`config.mk`:
```
export PLATFORM = sky130hd
export DESIGN_NAME = sipo_word_receiver_flat
export DESIGN_NICKNAME = d
export VERILOG_FILES = /design/src/rtl/sipo_pkg.sv /design/src/rtl/sipo_word_receiver_if.sv /design/src/rtl/sipo_shift_reg.sv /design/src/rtl/sipo_word_receiver.sv /design/src/flat_wrapper.sv
export SDC_FILE = /design/constraint.sdc
export NUM_CORES = 1
export LEC_CHECK = 0
export CAP_MARGIN = 20
export CELL_PAD_IN_SITES_DETAIL_PLACEMENT = 1
export CELL_PAD_IN_SITES_GLOBAL_PLACEMENT = 2
export CORE_UTILIZATION = 32
export CTS_CLUSTER_SIZE = 10
export DETAILED_ROUTE_END_ITERATION = 10
export MAX_ROUTING_LAYER = met4
export PLACE_DENSITY_LB_ADDON = 0.1
export RECOVER_POWER = 25
export SETUP_SLACK_MARGIN = 0.05
export SLEW_MARGIN = 20
export SYNTH_ARGS = -nofsm -noshare
export SYNTH_HDL_FRONTEND = slang
export SYNTH_SLANG_ARGS = --single-unit
```
`constraint.sdc`:
```
create_clock -name clk -period 1.9 [get_ports clk]
set_input_delay 0.38 -clock clk [delete_from_list [all_inputs] [get_ports clk]]
set_output_delay 0.38 -clock clk [all_outputs]
set_load 0.1 [all_outputs]
```
`src/rtl/sipo_pkg.sv`:
```
// Shared types and sizing helpers for the SIPO word receiver.
// Combinational definitions only; no timing or backpressure of its own.
package sipo_pkg;

  typedef enum logic [0:0] {
    IDLE  = 1'b0,
    SHIFT = 1'b1
  } state_e;

  // Bit counter must be able to hold the value WIDTH itself.
  function automatic int cnt_w(input int width);
    return $clog2(width + 1);
  endfunction

endpackage

```
`src/rtl/sipo_word_receiver_if.sv`:
```
// Serial input plus parallel valid/ready output bundle of the word receiver.
// Receiver side is the slave modport; the driving/consuming side is the master.
interface sipo_word_receiver_if #(
  parameter int WIDTH = 8
);

  logic             si;
  logic             si_valid;
  logic             sof;
  logic [WIDTH-1:0] po;
  logic             po_valid;
  logic             po_ready;
  logic             frame_err;
  logic             overrun;

  modport slave (
    input  si, si_valid, sof, po_ready,
    output po, po_valid, frame_err, overrun
  );

  modport master (
    output si, si_valid, sof, po_ready,
    input  po, po_valid, frame_err, overrun
  );

endinterface

```
`src/rtl/sipo_shift_reg.sv`:
```
// Shift-left register: load-first-bit, shift enable and clear; next value exposed.
// One cycle to update q; word_nxt is combinational and never stalls.
module sipo_shift_reg #(
  parameter int WIDTH = 8
) (
  input  logic             clk,
  input  logic             reset,
  input  logic             clr,
  input  logic             load_first,
  input  logic             shift_en,
  input  logic             bit_in,
  output logic [WIDTH-1:0] word_nxt
);

  logic [WIDTH-1:0] q;

  always_comb begin
    word_nxt = q;
    if (load_first)
      word_nxt = {{(WIDTH-1){1'b0}}, bit_in};
    else if (shift_en)
      word_nxt = {q[WIDTH-2:0], bit_in};
  end

  // Clear wins so a completed word does not linger after it is handed off.
  always_ff @(posedge clk) begin
    if (reset || clr)
      q <= '0;
    else
      q <= word_nxt;
  end

endmodule

```
`src/rtl/sipo_word_receiver.sv`:
```
// Rebuilds MSB-first framed words into a one-entry valid/ready buffer; PO updates on the last-bit edge.
// Full buffer without same-cycle drain drops the new word and sets sticky overrun.
module sipo_word_receiver
  import sipo_pkg::*;
#(
  parameter int WIDTH = 8
) (
  input logic                 clk,
  input logic                 reset,
  sipo_word_receiver_if.slave bus
);

  localparam int               CW       = cnt_w(WIDTH);
  localparam logic [CW-1:0]    LAST_CNT = CW'(WIDTH - 1);
  localparam logic [0:0]       S_IDLE   = IDLE;
  localparam logic [0:0]       S_SHIFT  = SHIFT;

  logic [0:0]       state;
  logic [CW-1:0]    cnt;
  logic [WIDTH-1:0] word_nxt;
  logic             in_shift;
  logic             load_first;
  logic             shift_en;
  logic             word_done;
  logic             accept;

  assign in_shift   = (state == S_SHIFT);
  assign load_first = bus.si_valid && bus.sof;
  assign shift_en   = bus.si_valid && !bus.sof && in_shift;
  assign word_done  = shift_en && (cnt == LAST_CNT);
  assign accept     = bus.po_valid && bus.po_ready;

  sipo_shift_reg #(
    .WIDTH(WIDTH)
  ) u_shift (
    .clk        (clk),
    .reset      (reset),
    .clr        (word_done),
    .load_first (load_first),
    .shift_en   (shift_en),
    .bit_in     (bus.si),
    .word_nxt   (word_nxt)
  );

  always_ff @(posedge clk) begin
    if (reset) begin
      state         <= S_IDLE;
      cnt           <= '0;
      bus.frame_err <= 1'b0;
    end else begin
      bus.frame_err <= 1'b0;
      if (load_first) begin
        // A SOF inside a word abandons the partial word and restarts on this bit.
        bus.frame_err <= in_shift;
        state         <= S_SHIFT;
        cnt           <= CW'(1);
      end else if (word_done) begin
        state <= S_IDLE;
        cnt   <= '0;
      end else if (shift_en) begin
        cnt <= cnt + CW'(1);
      end
    end
  end

  always_ff @(posedge clk) begin
    if (reset) begin
      bus.po       <= '0;
      bus.po_valid <= 1'b0;
      bus.overrun  <= 1'b0;
    end else if (word_done) begin
      if (!bus.po_valid || bus.po_ready) begin
        bus.po       <= word_nxt;
        bus.po_valid <= 1'b1;
      end else begin
        bus.overrun <= 1'b1;
      end
    end else if (accept) begin
      bus.po_valid <= 1'b0;
    end
  end

endmodule
```
`src/flat_wrapper.sv`:
```
// flat-port wrapper written by rule: the top's interface ports become plain ports
module sipo_word_receiver_flat import sipo_pkg::*;
#(
  parameter int WIDTH = 8
)
  (clk, reset, bus_si, bus_si_valid, bus_sof, bus_po_ready, bus_po, bus_po_valid, bus_frame_err, bus_overrun);
  sipo_word_receiver_if #(.WIDTH(WIDTH)) bus_i ();
  input logic clk;
  input logic reset;
  input wire logic [$bits(bus_i.si)-1:0] bus_si;
  input wire logic [$bits(bus_i.si_valid)-1:0] bus_si_valid;
  input wire logic [$bits(bus_i.sof)-1:0] bus_sof;
  input wire logic [$bits(bus_i.po_ready)-1:0] bus_po_ready;
  output wire logic [$bits(bus_i.po)-1:0] bus_po;
  output wire logic [$bits(bus_i.po_valid)-1:0] bus_po_valid;
  output wire logic [$bits(bus_i.frame_err)-1:0] bus_frame_err;
  output wire logic [$bits(bus_i.overrun)-1:0] bus_overrun;
  assign bus_i.si = bus_si;
  assign bus_i.si_valid = bus_si_valid;
  assign bus_i.sof = bus_sof;
  assign bus_i.po_ready = bus_po_ready;
  assign bus_po = bus_i.po;
  assign bus_po_valid = bus_i.po_valid;
  assign bus_frame_err = bus_i.frame_err;
  assign bus_overrun = bus_i.overrun;
  sipo_word_receiver #(.WIDTH(WIDTH)) u_core (.clk(clk), .reset(reset), .bus(bus_i));
endmodule
```
==> flow_metrics.env, run 1 <==
export IMPL_status="finished clean"
export IMPL_r2r_end="u_core.bus.po[7]"
export IMPL_clk_latency_ns=0.32
export IMPL_cp_num_buf_inv=2
export IMPL_place_congestion=0.746
export IMPL_synth_nets=122
export IMPL_clk_pin_slew_ns=0.14
export IMPL_drc=0
export IMPL_die_height_um=60.2
export IMPL_drt_iter0_markers=51
export IMPL_whs_path_depth=1
export IMPL_cts_tree="yes"
export IMPL_crit_path_top_delay_cell="dlygate4sd3_1"
export IMPL_fin_total_pwr_mw=0.964
export IMPL_post_cts_buffers=0
export IMPL_port_buffer_count=16
export IMPL_ios=17
export IMPL_netlist_instances=115
export IMPL_slew_headroom_pct=64.1
export IMPL_fmax_mhz=573
export IMPL_die_x_um=60.2
export IMPL_grt_pass1_vias=945
export IMPL_synth_area_mm2=0.00108
export IMPL_hold_viol_final=0
export IMPL_yosys_top_cells_area="dfxtp_1 (44%), a221oi_1 (5.7%), a211oi_1 (5.5%)"
export IMPL_min_period_over_period_pct=91.8
export IMPL_final_cell_count_no_fill=181
export IMPL_postRouteAntennaNets=0
export IMPL_core_area_mm2=0.00313
export IMPL_holdCritStartpoint="u_core.bus.overrun"
export IMPL_cts_resized=0
export IMPL_syn_avg_cell_area_um2=9.41
export IMPL_finalSetupViolCount=0
export IMPL_final_area_mm2=0.00134
export IMPL_worstHoldPathType="reg -> reg"
export IMPL_cts_max_level=1
export IMPL_overflow=0
export IMPL_clk_path_buf_depth=2
export IMPL_arrival_ns=1.98
export IMPL_setup_ws_ns=0.155
export IMPL_cts_made_buffers=3
export IMPL_power_leakage_nw=0.512
export IMPL_synth_compound_area_share_pct=25.7
export IMPL_ctsHoldBuffers=0
export IMPL_tightestPinTransition_ns=0.542
export IMPL_p_per_area_mw_per_mm2=718
export IMPL_first_pass_iters=4
export IMPL_slew_viol_final=0
export IMPL_drive_above_1_share_pct=24.1
export IMPL_fill_cells=386
export IMPL_synth_top_family_by_area="compound AO/OA/AOI/OAI gates"
export IMPL_path_max_fanout=8
export IMPL_fin_crit_ns=1.75
export IMPL_ys_types=33
export IMPL_dp_slack_ns=-0.111
export IMPL_synth_area_mux_share_pct=0.925
export IMPL_grt_pass1_wl_um=4490
export IMPL_antenna_found_initial=0
export IMPL_rsz0062_at_grt="no"
export IMPL_wl_um=2590
export IMPL_r2r_slack_ns=0.30
export IMPL_viasPerCell=5.19
export IMPL_grt_total_usage_pct=17.2
export IMPL_cp_end_kind="flop"
export IMPL_syn2layout_area_growth_pct=23.9
export IMPL_ys_seq_elements=24
export IMPL_ir_drop_uv=264
export IMPL_critPathMaxStageDelay_ns=0.64
export IMPL_post_synth_top_area_cell="dfxtp_1"
export IMPL_cts_root_buf="clkbuf_4"
export IMPL_clock_sinks=24
export IMPL_path_cells="dlygate4sd3_1 > buf_4 > or4_4 > a221oi_2"
export IMPL_hold_path_end="u_core.bus.overrun"
export IMPL_cp_start_kind="input pin"
export IMPL_path_delay_family="buffers and inverters"
export IMPL_reg2regPathDepth=3
export IMPL_synthSimpleGateAreaFrac_pct=22.2
export IMPL_place_inst=177
export IMPL_start_util_pct=34.6
export IMPL_clock_skew_ns=0.00578
export IMPL_synth_top_area_share_pct=44.4
export IMPL_synth_xor_area_share_pct=0
export IMPL_vias=940
export IMPL_max_cap_violations=0
export IMPL_antenna_cells=0
export IMPL_synth_adder_area_share_pct=1.16
export IMPL_die_area_mm2=0.00362
export IMPL_postPlaceCellArea_mm2=0.00131
export IMPL_wl_per_cell_um=14.3
export IMPL_fin_nets=145
export IMPL_grt_max_degree=15
export IMPL_rr_startpoint="u_core.in_shift"
export IMPL_critical_path_class="in -> reg"
export IMPL_dp_hpwl_um=1950
export IMPL_yosysWarningCount=0
export IMPL_ys_seq_area_share_pct=44.4
export IMPL_std_cell_rows=20
export IMPL_cp_required_ns=2.14
## logic make-up (layout without fill, tap and decap cells)
logic type | count (synthesis) | after routing
AND/OR/NAND/NOR | 41 | 41
AO/OA/AOI/OAI | 37 | 37
flip-flops | 24 | 24
buffers and inverters | 11 | 33
adder cells (fa/ha/maj) | 1 | 1
multiplexers | 1 | 1
## cells in the final DEF (no fill, tap or decap), drive strengths merged, types with 2 or more instances in the layout
cell	Yosys	layout
clkbuf	5	10
o21ai	3	3
a31oi	9	9
nor2b	8	8
nor2	10	10
nand4b	2	2
a221oi	9	9
dfxtp	24	24
nand2b	2	2
nand2	5	5
and2	7	7
a21oi	3	3
a211oi	8	8
buf	6	17
clkdlybuf4s50	0	4
## area by class of cell
| cell class | instances | area (µm²) | share of cell area [%] |
|---|---|---|---|
| Clock buffer | 3 | 22.5 | 1.68 |
| Clock inverter | 1 | 30.0 | 2.24 |
| Multi-Input combinational cell | 80 | 541 | 40.3 |
| Sequential cell | 24 | 480 | 35.8 |
| Tap cell | 44 | 55.1 | 4.10 |
| Timing Repair Buffer | 29 | 213 | 15.9 |
## Yosys cell counts, drive strengths merged
cell type,instances
and2,7
nor3b,1
a211o,1
nand2,5
a31oi,9
nor3,1
nand4b,2
o31ai,1
nor2b,8
ha,1
o21ai,3
nand3,1
a211oi,8
dfxtp,24
o21ba,1
nand2b,2
a21oi,3
mux2i,1
buf,6
and4b,1
nor2,10
a21o,1
or4,1
clkbuf,5
and2b,1
o22ai,1
and3,1
a221oi,9
## per-stage QoR
stage | TNS (ns) | utilization (%) | hold slack, ns
2_1_floorplan | 0 | - | 0.453
6_report | 0 | 42.9 | 0.510
3_5_place_dp | -0.590 | 41.8 | 0.486
4_1_cts | 0 | 43.4 | 0.519
3_3_place_gp | -0.453 | 41.8 | 0.469
5_1_grt | 0 | 42.9 | 0.553
## worst max path at each step
| stage | from | to | slack (ns) | cells past startpoint |
|---|---|---|---|---|
| 2_1_floorplan | u_core.bus.po_valid | u_core.bus.po[0] | 0.22 | 4 |
| 3_3_place_gp | bus_sof | u_core.bus.po[3] | -0.09 | 5 |
| 3_5_place_dp | bus_si_valid | u_core.bus.po[7] | -0.11 | 5 |
| 4_1_cts | bus_si_valid | u_core.bus.po[7] | 0.24 | 5 |
| 5_1_grt | bus_sof | u_core.bus.po[7] | 0.1 | 4 |
| 6_report | bus_sof | u_core.cnt[3] | 0.15 | 4 |
## sequential cells by signal, summed over array words and instances (netlist names)
register and cells:
u_core.u_shift.q 8, u_core.cnt 4, u_core.bus.frame_err 1, u_core.bus.po 8, u_core.bus.po_valid 1, u_core.in_shift 1, u_core.bus.overrun 1
## metal layers
| layer | global-route usage [%] | vias up | part of all wire, % |
|---|---|---|---|
| li1 | - | 475 | - |
| met1 | 24.6 | 445 | 55 |
| met2 | 23.9 | 18 | 40 |
| met3 | 2.81 | 2 | 4.3 |
| met4 | 6.64 | 0 | 0.58 |
| met5 | - | - | 0 |
## where the power goes
| group | switching [mW] | internal (mW) | leakage [nW] | total [mW] |
|---|---|---|---|---|
| clock | 0.165 | 0.213 | 0.0279 | 0.379 |
| sequential | 0.00720 | 0.509 | 0.194 | 0.516 |
| combinational | 0.0382 | 0.0311 | 0.290 | 0.0693 |
## worst register-to-register path, cell delays in order (launching register included)
cell and delay (ns):
dfxtp_1 0.59, nor2_1 0.22, a221oi_1 0.54, a211oi_1 0.14
Power figures use the tool's default switching activity.
==> run 2: changes to the inputs <==
--- a/config.mk
+++ b/config.mk
@@ -8,6 +8,7 @@
 export CAP_MARGIN = 20
 export CELL_PAD_IN_SITES_DETAIL_PLACEMENT = 1
 export CELL_PAD_IN_SITES_GLOBAL_PLACEMENT = 2
+export CORE_MARGIN = 5
 export CORE_UTILIZATION = 32
 export CTS_CLUSTER_SIZE = 10
 export DETAILED_ROUTE_END_ITERATION = 10
==> flow_metrics.env, run 2 (synthesized netlist as in run 1, its figures left out) <==
export IMPL_status="finished clean"
export IMPL_drt_iter0_markers=52
export IMPL_fill_cells=405
export IMPL_grt_pass1_vias=973
export IMPL_wl_per_cell_um=15.1
export IMPL_die_height_um=68.2
export IMPL_met3_length_um=108
export IMPL_overflow=0
export IMPL_std_cell_rows=21
export IMPL_worstHoldPathType="reg -> reg"
export IMPL_post_cts_buffers=0
export IMPL_rr_startpoint="u_core.cnt[0]"
export IMPL_vias=955
export IMPL_final_common_cell="dfxtp_1"
export IMPL_slew_headroom_pct=63.9
export IMPL_reg_largest_list="u_core.bus.po x8, u_core.u_shift.q x8, u_core.cnt x4"
export IMPL_clock_sinks=24
export IMPL_core_area_mm2=0.00331
export IMPL_grt_total_usage_pct=14.3
export IMPL_cts_made_buffers=3
export IMPL_drive_above_1_share_pct=27.3
export IMPL_path_max_fanout=8
export IMPL_startpoint="bus_si_valid"
export IMPL_cts_root_buf="clkbuf_4"
export IMPL_port_buffer_count=16
export IMPL_viasPerCell=5.05
export IMPL_ios=17
export IMPL_arrival_ns=1.90
export IMPL_hold_viol_final=0
export IMPL_path_delay_family="buffers and inverters"
export IMPL_register_area_um2=480
export IMPL_max_cap_violations=0
export IMPL_route_met2_wl_um=1280
export IMPL_antenna_cells=0
export IMPL_ctsHoldBuffers=0
export IMPL_top_layer="met4"
export IMPL_clock_skew_ns=0.00427
export IMPL_clk_latency_ns=0.31
export IMPL_multi_input_area_um2=541
export IMPL_place_inst=185
export IMPL_start_util_pct=32.7
export IMPL_fmax_mhz=602
export IMPL_most_common_layout_cells="dfxtp_1 (24), buf_4 (21), nor2_1 (10)"
export IMPL_fin_nets=151
export IMPL_min_period_over_period_pct=87.4
export IMPL_dp_hpwl_um=2140
export IMPL_cts_max_level=1
export IMPL_cp_start_kind="input pin"
export IMPL_grt_pass1_wl_um=4870
export IMPL_die_area_mm2=0.00465
export IMPL_power_leakage_nw=0.545
export IMPL_slew_viol_final=0
export IMPL_ir_drop_uv=264
export IMPL_critical_path_class="in -> reg"
export IMPL_cp_end_kind="flop"
export IMPL_syn2layout_area_growth_pct=29.2
export IMPL_fin_crit_ns=1.66
export IMPL_cp_num_buf_inv=2
export IMPL_postRouteAntennaNets=0
export IMPL_path_cells="clkdlybuf4s50_1 > buf_4 > nand2_4 > or4_4 > a221oi_2"
export IMPL_final_area_mm2=0.00140
export IMPL_tightestPinTransition_ns=0.544
export IMPL_cts_resized=0
export IMPL_antenna_found_initial=0
export IMPL_clk_pin_slew_ns=0.13
export IMPL_place_congestion=0.745
export IMPL_final_cell_count_no_fill=189
export IMPL_wl_um=2860
export IMPL_first_pass_iters=4
export IMPL_crit_path_top_delay_cell="clkdlybuf4s50_1"
export IMPL_whs_ns=0.502
export IMPL_holdCritStartpoint="u_core.bus.overrun"
export IMPL_cp_required_ns=2.14
export IMPL_setup_ws_ns=0.239
export IMPL_finalSetupViolCount=0
export IMPL_die_x_um=68.2
export IMPL_clk_path_buf_depth=2
export IMPL_p_per_area_mw_per_mm2=696
export IMPL_grt_max_degree=15
export IMPL_drc=0
export IMPL_critPathMaxStageDelay_ns=0.60
export IMPL_rsz0062_at_grt="no"
export IMPL_cts_tree="yes"
export IMPL_postPlaceCellArea_mm2=0.00137
export IMPL_drt_met1_wl_um=1450
export IMPL_dp_slack_ns=-0.0977
==> run 2: worst paths after layout <==
kind / endpoint / slack (ns) / cells past startpoint
max: u_core.cnt[3] / 0.24 / 5
min: u_core.bus.overrun / 0.50 / 1
max reg2reg: u_core.bus.po[1] / 0.40 / 4
min reg2reg: u_core.bus.overrun / 0.50 / 1
==> run 2: per-layer routing <==
layer,track usage (%),up-vias
li1,-,482
met1,19.1,457
met2,22.5,14
met3,1.97,2
met4,4.47,0
met5,-,-
==> run 2: where the power goes <==
group	internal, mW	switching (mW)	leakage, nW
sequential	0.509	0.00514	0.194
combinational	0.0426	0.0452	0.323
clock	0.213	0.159	0.0279
total	0.764	0.210	0.545
==> run 2: stage by stage <==
stage | util (%) | setup TNS, ns | total power, mW
final | 42.3 | 0 | 0.974
after global routing | 42.3 | 0 | 1.02
after CTS | 42.9 | 0 | 0.993
after detailed placement | 41.3 | -0.778 | 0.612
after global placement | 41.3 | -0.394 | 0.611
after floorplan | - | 0 | 0.563
==> run 2: cell type report <==
cell class	instances	area share, %
Clock buffer	3	1.61
Clock inverter	1	2.15
Multi-Input combinational cell	80	38.6
Sequential cell	24	34.3
Tap cell	46	4.11
Timing Repair Buffer	35	19.1
